$ cat config.mk
export PLATFORM = sky130hd
export DESIGN_NAME = mips_seq_ctrl
export DESIGN_NICKNAME = d
export VERILOG_FILES = /design/src/rtl/mips_ctrl_pkg.sv /design/src/rtl/mips_decode.sv /design/src/rtl/mips_seq_ctrl.sv
export SDC_FILE = /design/constraint.sdc
export NUM_CORES = 1
export LEC_CHECK = 0
export BUFFER_PORTS_ARGS = -buffer_cell sky130_fd_sc_hd__buf_2
export CAP_MARGIN = 0
export CORE_MARGIN = 2
export CORE_UTILIZATION = 40
export DETAILED_ROUTE_END_ITERATION = 7
export PLACE_DENSITY = 0.83
export SLEW_MARGIN = 20
export SYNTH_ARGS = -nofsm -noshare
export SYNTH_HDL_FRONTEND = slang
export SYNTH_SLANG_ARGS = --single-unit
$ cat constraint.sdc
create_clock -name clock -period 1.7 [get_ports clock]
set_clock_uncertainty 0.2 [all_clocks]
set_input_delay 0.255 -clock clock [delete_from_list [all_inputs] [get_ports clock]]
set_output_delay 0.255 -clock clock [all_outputs]
set_load 0.02 [all_outputs]
$ cat src/rtl/mips_ctrl_pkg.sv
// Shared types and encodings for the Lab4 multi-cycle sequencer and its decode stage.
package mips_ctrl_pkg;

  typedef enum logic [2:0] {
    StIdle   = 3'd0,
    StFetch  = 3'd1,
    StDecode = 3'd2,
    StExec   = 3'd3,
    StWb     = 3'd4,
    StHalt   = 3'd5
  } state_e;

  // Primary opcodes (instr[31:26])
  localparam logic [5:0] OP_OTHER0 = 6'h00;
  localparam logic [5:0] OP_ADDI   = 6'h08;
  localparam logic [5:0] OP_ANDI   = 6'h0c;
  localparam logic [5:0] OP_ORI    = 6'h0d;
  localparam logic [5:0] OP_XORI   = 6'h0e;

  // R-type function codes (instr[5:0]) under OP_OTHER0
  localparam logic [5:0] OP0_ADD = 6'h20;
  localparam logic [5:0] OP0_SUB = 6'h22;
  localparam logic [5:0] OP0_AND = 6'h24;
  localparam logic [5:0] OP0_OR  = 6'h25;
  localparam logic [5:0] OP0_XOR = 6'h26;
  localparam logic [5:0] OP0_NOR = 6'h27;

  // ALU control
  localparam logic [2:0] ALU_ADD = 3'b010;
  localparam logic [2:0] ALU_SUB = 3'b011;
  localparam logic [2:0] ALU_AND = 3'b100;
  localparam logic [2:0] ALU_OR  = 3'b101;
  localparam logic [2:0] ALU_NOR = 3'b110;
  localparam logic [2:0] ALU_XOR = 3'b111;

  // Second ALU operand select
  localparam logic [1:0] SRC2_REG  = 2'b00;
  localparam logic [1:0] SRC2_SEXT = 2'b01;
  localparam logic [1:0] SRC2_ZEXT = 2'b10;
  localparam logic [1:0] SRC2_NONE = 2'b11;

endpackage

$ cat src/rtl/mips_decode.sv
// Combinational opcode/funct decoder; anything not listed raises o_except.
module mips_decode
  import mips_ctrl_pkg::*;
(
  input  logic [5:0] i_opcode,
  input  logic [5:0] i_funct,
  output logic [2:0] o_alu_op,
  output logic [1:0] o_alu_src2,
  output logic       o_rd_src,
  output logic       o_except
);

  // Map opcode/funct to ALU controls; default is an unrecognized instruction
  always_comb begin
    o_alu_op   = ALU_ADD;
    o_alu_src2 = SRC2_NONE;
    o_rd_src   = 1'b0;
    o_except   = 1'b1;
    case (i_opcode)
      OP_OTHER0: begin
        o_alu_src2 = SRC2_REG;
        o_rd_src   = 1'b0;
        o_except   = 1'b0;
        case (i_funct)
          OP0_ADD: o_alu_op = ALU_ADD;
          OP0_SUB: o_alu_op = ALU_SUB;
          OP0_AND: o_alu_op = ALU_AND;
          OP0_OR:  o_alu_op = ALU_OR;
          OP0_XOR: o_alu_op = ALU_XOR;
          OP0_NOR: o_alu_op = ALU_NOR;
          default: o_except = 1'b1;
        endcase
      end
      OP_ADDI: begin
        o_alu_op   = ALU_ADD;
        o_alu_src2 = SRC2_SEXT;
        o_rd_src   = 1'b1;
        o_except   = 1'b0;
      end
      OP_ANDI: begin
        o_alu_op   = ALU_AND;
        o_alu_src2 = SRC2_ZEXT;
        o_rd_src   = 1'b1;
        o_except   = 1'b0;
      end
      OP_ORI: begin
        o_alu_op   = ALU_OR;
        o_alu_src2 = SRC2_ZEXT;
        o_rd_src   = 1'b1;
        o_except   = 1'b0;
      end
      OP_XORI: begin
        o_alu_op   = ALU_XOR;
        o_alu_src2 = SRC2_ZEXT;
        o_rd_src   = 1'b1;
        o_except   = 1'b0;
      end
      default: o_except = 1'b1;
    endcase
  end

endmodule

$ cat src/rtl/mips_seq_ctrl.sv
// Multi-cycle fetch/decode/exec/writeback sequencer for the Lab4 datapath.
// Define INSTR_COUNT_EN to implement the retired-instruction counter; otherwise
// instr_count is tied to zero.
module mips_seq_ctrl
  import mips_ctrl_pkg::*;
#(
  parameter int unsigned COUNT_W = 16
) (
  input  logic               clock,
  input  logic               reset_n,
  input  logic               run,
  input  logic               clear_except,
  output logic               imem_req,
  input  logic               imem_ack,
  input  logic [31:0]        instr,
  output logic               ir_write,
  output logic               pc_write,
  output logic               reg_write,
  output logic               rd_src,
  output logic [1:0]         alu_src2,
  output logic [2:0]         alu_op,
  output logic               except,
  output logic               busy,
  output logic [COUNT_W-1:0] instr_count
);

  state_e     r_state, w_state_d;
  logic [5:0] r_opcode, r_funct;
  logic       r_except, r_rd_src;
  logic [1:0] r_alu_src2;
  logic [2:0] r_alu_op;

  logic [2:0] w_dec_alu_op;
  logic [1:0] w_dec_alu_src2;
  logic       w_dec_rd_src, w_dec_except;
  logic       w_fetch_done;
  logic       w_unused_instr;

  // Operand/immediate fields are consumed by the datapath, not here
  assign w_unused_instr = ^instr[25:6];

  assign w_fetch_done = (r_state == StFetch) && imem_ack;

  mips_decode u_decode (
    .i_opcode   (r_opcode),
    .i_funct    (r_funct),
    .o_alu_op   (w_dec_alu_op),
    .o_alu_src2 (w_dec_alu_src2),
    .o_rd_src   (w_dec_rd_src),
    .o_except   (w_dec_except)
  );

  // State register
  always_ff @(posedge clock or negedge reset_n) begin
    if (!reset_n) r_state <= StIdle;
    else          r_state <= w_state_d;
  end

  // Next-state logic
  always_comb begin
    w_state_d = r_state;
    unique case (r_state)
      StIdle:   if (run) w_state_d = StFetch;
      StFetch:  if (imem_ack) w_state_d = StDecode;
      StDecode: w_state_d = w_dec_except ? StHalt : StExec;
      StExec:   w_state_d = StWb;
      StWb:     w_state_d = run ? StFetch : StIdle;
      StHalt:   if (clear_except) w_state_d = StIdle;
      default:  w_state_d = StIdle;
    endcase
  end

  // IR field latch on accepted fetch
  always_ff @(posedge clock or negedge reset_n) begin
    if (!reset_n) begin
      r_opcode <= '0;
      r_funct  <= '0;
    end else if (w_fetch_done) begin
      r_opcode <= instr[31:26];
      r_funct  <= instr[5:0];
    end
  end

  // Decoded controls captured in DECODE; a faulting decode leaves them untouched
  always_ff @(posedge clock or negedge reset_n) begin
    if (!reset_n) begin
      r_rd_src   <= 1'b0;
      r_alu_src2 <= 2'b00;
      r_alu_op   <= 3'b000;
    end else if ((r_state == StDecode) && !w_dec_except) begin
      r_rd_src   <= w_dec_rd_src;
      r_alu_src2 <= w_dec_alu_src2;
      r_alu_op   <= w_dec_alu_op;
    end
  end

  // Sticky exception: set leaving DECODE, cleared only from HALT
  always_ff @(posedge clock or negedge reset_n) begin
    if (!reset_n) begin
      r_except <= 1'b0;
    end else if ((r_state == StDecode) && w_dec_except) begin
      r_except <= 1'b1;
    end else if ((r_state == StHalt) && clear_except) begin
      r_except <= 1'b0;
    end
  end

`ifdef INSTR_COUNT_EN
  logic [COUNT_W-1:0] r_count;

  // Retire counter, bumps on the edge leaving WB and wraps naturally
  always_ff @(posedge clock or negedge reset_n) begin
    if (!reset_n)              r_count <= '0;
    else if (r_state == StWb)  r_count <= r_count + COUNT_W'(1);
  end

  assign instr_count = r_count;
`else
  assign instr_count = '0;
`endif

  assign imem_req  = (r_state == StFetch);
  assign ir_write  = imem_req & imem_ack;
  assign reg_write = (r_state == StWb);
  assign pc_write  = (r_state == StWb);
  assign busy      = (r_state != StIdle) && (r_state != StHalt);
  assign except    = r_except;
  assign rd_src    = r_rd_src;
  assign alu_src2  = r_alu_src2;
  assign alu_op    = r_alu_op;

endmodule

# == After elaboration in Yosys (flattened, before gate mapping) ==
# Cells that the tools add are included.
# totals
regBits,22
elab_cells,55
# classes
eq_ne,19
mux,14
bitwise_logic,1
n_reduce_logical,14
# ops
cell,n
$eq A6 B6 Y1 const B,6
$eq A6 B4 Y1 const B,4
$pmux W3 S6,1
$pmux W3 S5,1
$mux W3,4
$pmux W3 S4,1
$eq A3 B2 Y1 const B,2
$eq A3 B3 Y1 const B,2
$logic_not A6 Y1,1
$pmux W2 S3,1
$reduce_or A6 Y1,1
$logic_and A1 B1 Y1,5
$mux W1,5
$ne A2 B2 Y1 const B,2
$reduce_or A4 Y1,1
$eq A3 B1 Y1 const B,1
$logic_not A3 Y1,1
$ne A3 B3 Y1 const B,1
$reduce_and A3 Y1,1
$reduce_bool A3 Y1,1
$reduce_or A3 Y1,1
$ne A2 B1 Y1 const B,1
$pmux W1 S2,1
$reduce_bool A2 Y1,1
other kinds (2),2

# == Longest topological paths before layout ==
# depth
ltp_word,6
depth_mapped,6

# == Modules after synthesis ==
# Synthesis repeated with hierarchy kept, for this count alone.
# hier_totals
cells_unflattened,106
hier_area_um2,1261.2
# modules_own_cells
mod,instances,cells_per_inst,area_each_um2
mips_seq_ctrl,1,83,1113.6
mips_decode,1,23,147.6

# == Worst setup path after synthesis ==
# Ideal clock, no wire load.
# synth_timing
kind,reg-to-reg
from,register r_state[2]
to,register r_funct[5]
arrival_time_ns,1.953
setup_slack_ns,-0.581
path_stages_with_launch,6
period_less_slack_ns,2.281
path_cell_list,dfrtp_1 -> nor3b_1 -> and2_1 -> buf_2 -> buf_2 -> mux2_1
# synth_via
elab_chain_cells,2
# synth_rtl
item,line_no,source
start: declaration,mips_seq_ctrl.sv:27,"state_e r_state, w_state_d;"
start signal: assignment,mips_seq_ctrl.sv:55,if (!reset_n) r_state <= StIdle;
start signal: assignment,mips_seq_ctrl.sv:56,else r_state <= w_state_d;
$eq A3 B1 Y1,-,
net imem_req,mips_seq_ctrl.sv:13,"output logic imem_req,"
$logic_and A1 B1 Y1,mips_seq_ctrl.sv:42,assign w_fetch_done = (r_state == StFetch) && imem_ack;
end signal: assignment,mips_seq_ctrl.sv:80,r_funct <= instr[5:0];
end: declaration,mips_seq_ctrl.sv:28,"logic [5:0] r_opcode, r_funct;"
# The timed path passes the listed nets, and every way through them passes these cells.
# A chain may end at the register's enable or synchronous reset.

# == Worst setup path in the final report ==
# layout_timing
from,register r_opcode[2]
to,"register r_alu_op[0], in the netlist alu_op[0]"
# layout_via
elab_chain_cells,5
# layout_rtl
item,line_no,source
start: declaration,mips_seq_ctrl.sv:28,
start signal: assignment,mips_seq_ctrl.sv:79,r_opcode <= instr[31:26];
$eq A6 B4 Y1,mips_decode.sv:19,case (i_opcode)
$reduce_or A4 Y1 (no line),-,
$pmux W1 S2,mips_decode.sv:19,
$logic_not A1 Y1,mips_seq_ctrl.sv:90,end else if ((r_state == StDecode) && !w_dec_except) begin
$logic_and A1 B1 Y1,mips_seq_ctrl.sv:90,
end signal: assignment,mips_seq_ctrl.sv:93,r_alu_op <= w_dec_alu_op;
end: declaration,mips_seq_ctrl.sv:31,logic [2:0] r_alu_op;
# Parallel ways exist; a longest one is shown, timed or not.

==> impl_metrics.env <==
export IMPL_synthMuxAreaShare=0.150
export IMPL_cts_tree="built"
export IMPL_yosysSeqAreaShare=0.439
export IMPL_synth_edf_count=0
export IMPL_start_util=0.414
export IMPL_syn_area_per_cell_um2=11.3
export IMPL_finalSetupViolations=18
export IMPL_finish_instance_area_mm2=0.00195
export IMPL_wl_per_cell_um=13.9
export IMPL_fin_crit_sh=1.08
export IMPL_hold_end="r_state[1]$_DFFE_PN0P_"
export IMPL_layout_cells_non_filler=225
export IMPL_syn_to_final_growth_pct=55.3
export IMPL_worstSetupPathType="register to register"
export IMPL_overflow=0
export IMPL_diodes=0
export IMPL_reg2reg_depth=4
export IMPL_startpoint_type="register"
export IMPL_hp_class="input port to register"
export IMPL_fp_dieH_um=60.0
export IMPL_ys_warn_count=0
export IMPL_clkLatencyLatePin_ns=0.31
export IMPL_leakagePower_uw=0.000938
export IMPL_drt_vias_per_instance=4.67
export IMPL_slew_violations=0
export IMPL_max_cap_violations=0
export IMPL_cts_sinks=22
export IMPL_yosysUniqueCellTypes=36
export IMPL_dr_pass1_iters=4
export IMPL_core_rowCount=20
export IMPL_synthXorXnorAreaFrac=0.0210
export IMPL_final_nets=220
export IMPL_placed_area_mm2=0.00156
export IMPL_grt_pass1_vias=1102
export IMPL_core_area_mm2=0.00303
export IMPL_drtIter0Drc=19
export IMPL_synth_seq_cells=22
export IMPL_rrSetupSlack_ns=-0.14
export IMPL_ys_flop_type="dfrtp_1"
export IMPL_drt_total_wl_mm=3.13
export IMPL_arrival_ns=1.85
export IMPL_grt_first_pass_wirelength_mm=4.90
export IMPL_htree_levels=1
export IMPL_grt_use_total=0.186
export IMPL_grt_max_degree=23
export IMPL_drc=0
export IMPL_drive_above_1_share=0.514
export IMPL_synthAdderAreaFrac=0
export IMPL_failed_checks="negative setup slack"
export IMPL_synthArstFlopShare=1.00
export IMPL_p_total_uw=3110
export IMPL_clockRootBuffer="clkbuf_4"
export IMPL_status="complete, but fails checks"
export IMPL_clkSlewWorstSetupHoldPaths_ns=0.11
export IMPL_ir_drop_v=0.000573
export IMPL_rsz0062_at_grt="true"
export IMPL_dieArea_mm2=0.00360
export IMPL_antenna_left=0
export IMPL_synth_top_family_by_area="multiplexers"
export IMPL_vias=1051
export IMPL_port_buffers=28
export IMPL_postSynthCellCount=111
export IMPL_hold_viol_final=0
export IMPL_power_density_mw_per_mm2=1600
export IMPL_min_period_ns=1.84
export IMPL_die_w_um=60.0
export IMPL_fmax_mhz=544
export IMPL_crit_fanout=5
export IMPL_crit_path_end_kind="register"
export IMPL_dp_hpwl_mm=2.06
export IMPL_worstHoldStart="imem_ack"
export IMPL_r2r_end="alu_op[0]$_DFFE_PN0P_"
export IMPL_dp_cells=199
export IMPL_cts_made_buffers=3
export IMPL_cts_buffer_depth=2
export IMPL_finalWorstSetupSlack_ns=-0.137
export IMPL_synth_compound_area_frac=0.122
export IMPL_final_util=0.643
export IMPL_antenna_found_initial=0
export IMPL_place_congestion=0.877
export IMPL_r2r_start="r_opcode[2]$_DFFE_PN0P_"
export IMPL_final_setup_tns_ns=-1.21
export IMPL_top_level_ports=65
export IMPL_required_ns=1.71
export IMPL_syn_area_mm2=0.00125
export IMPL_min_path_cells=3
export IMPL_yosys_area_share_simple=0.132
synthesized netlist by cell type, types with 3 or more instances:
master     n  share of area
nor2_1     4          0.012
buf_4     17           0.10
a21oi_1    3          0.012
o21ai_1    4          0.016
xnor2_1    3          0.021
mux2_4     3          0.036
nand2_1    4          0.012
dfrtp_1   22           0.44
nand2b_1   3          0.015
inv_1      7          0.021
mux2i_1    3          0.024
mux2_1    10          0.090
layout by cell type, fill, tap and decap left out, types with 3 or more instances in the layout:
| cell | instances |
|---|---|
| mux2i_1 | 3 |
| buf_4 | 22 |
| conb_1 | 16 |
| dfrtp_2 | 4 |
| mux2_4 | 11 |
| clkbuf_4 | 3 |
| o21ai_1 | 4 |
| dfrtp_1 | 18 |
| a21oi_1 | 3 |
| dlygate4sd3_1 | 13 |
| buf_6 | 11 |
| buf_2 | 23 |
| inv_1 | 7 |
| nand2_1 | 4 |
worst max-delay path by stage:
stage / startpoint / to / slack (ns) / cells after the start
after global placement: r_opcode[3]$_DFFE_PN0P_ / alu_src2[1]$_DFFE_PN0P_ / -0.07 / 4
after CTS: r_state[1]$_DFFE_PN0P_ / ir_write / -0.15 / 4
final: r_opcode[2]$_DFFE_PN0P_ / alu_op[0]$_DFFE_PN0P_ / -0.14 / 4
after global routing: r_opcode[3]$_DFFE_PN0P_ / alu_op[0]$_DFFE_PN0P_ / -0.19 / 4
after floorplan: r_opcode[0]$_DFFE_PN0P_ / alu_src2[1]$_DFFE_PN0P_ / -0.15 / 4
after detailed placement: r_opcode[5]$_DFFE_PN0P_ / alu_op[2]$_DFFE_PN0P_ / -0.12 / 4
per-stage QoR:
step,worst slack (ns),hold WS [ns]
finish,-0.137,0.0163
global route,-0.188,0.00568
CTS,-0.145,0.0110
detailed placement,-0.124,0.0461
global placement,-0.0706,0.0279
floorplan,-0.147,-0.241
critical path, cell delays in order (launching register included):
cell and delay, ns:
dfrtp_2 0.48, buf_6 0.14, nor4b_4 0.35, o221ai_4 0.23, mux2_4 0.34
timing repair:
action,4_1_cts,5_1_grt
buffers inserted,8,3
setup endpoints to repair,13,26
gates cloned,0,1
pin swaps,5,6
hold buffers,13,0
gates resized for setup,23,18
endpoints found under the hold margin,34,0
registers in the layout (all words and copies together), names as in the netlist:
| signal | cells |
|---|---|
| r_funct | 6 |
| r_opcode | 6 |
| alu_op | 3 |
| r_state | 3 |
| alu_src2 | 2 |
| except | 1 |
| rd_src | 1 |
layer usage:
layer / vias to the layer above / wire [um] / track usage
met1: 514 / 1220 / 0.205
li1: 494 / - / -
met3: 3 / 133 / 0.0195
met2: 40 / 1740 / 0.362
met4: 0 / 34 / 0.0667
met5: - / 0 / 0
logic make-up after synthesis:
| logic type | Yosys count |
|---|---|
| buffers and inverters | 27 |
| multiplexers | 16 |
| AO/OA/AOI/OAI | 20 |
| XOR/XNOR | 3 |
| flip-flops | 22 |
| other | 1 |
| AND/OR/NAND/NOR | 22 |
where the power goes:
part           total (uW)  internal (uW)  switching [uW]
combinational        1870           1070             807
sequential            995            749             246
clock                 240           83.1             157
area by class of cell:
type / instances / area, um2
repair buffers: 72 / 594
fillers: 251 / 1080
clock buffers: 3 / 22.5
inverters: 7 / 26.3
flip-flops and latches: 22 / 556
well taps: 44 / 55.1
multi-input cells: 77 / 693
Note: power is estimated with default switching activity, not from simulation.
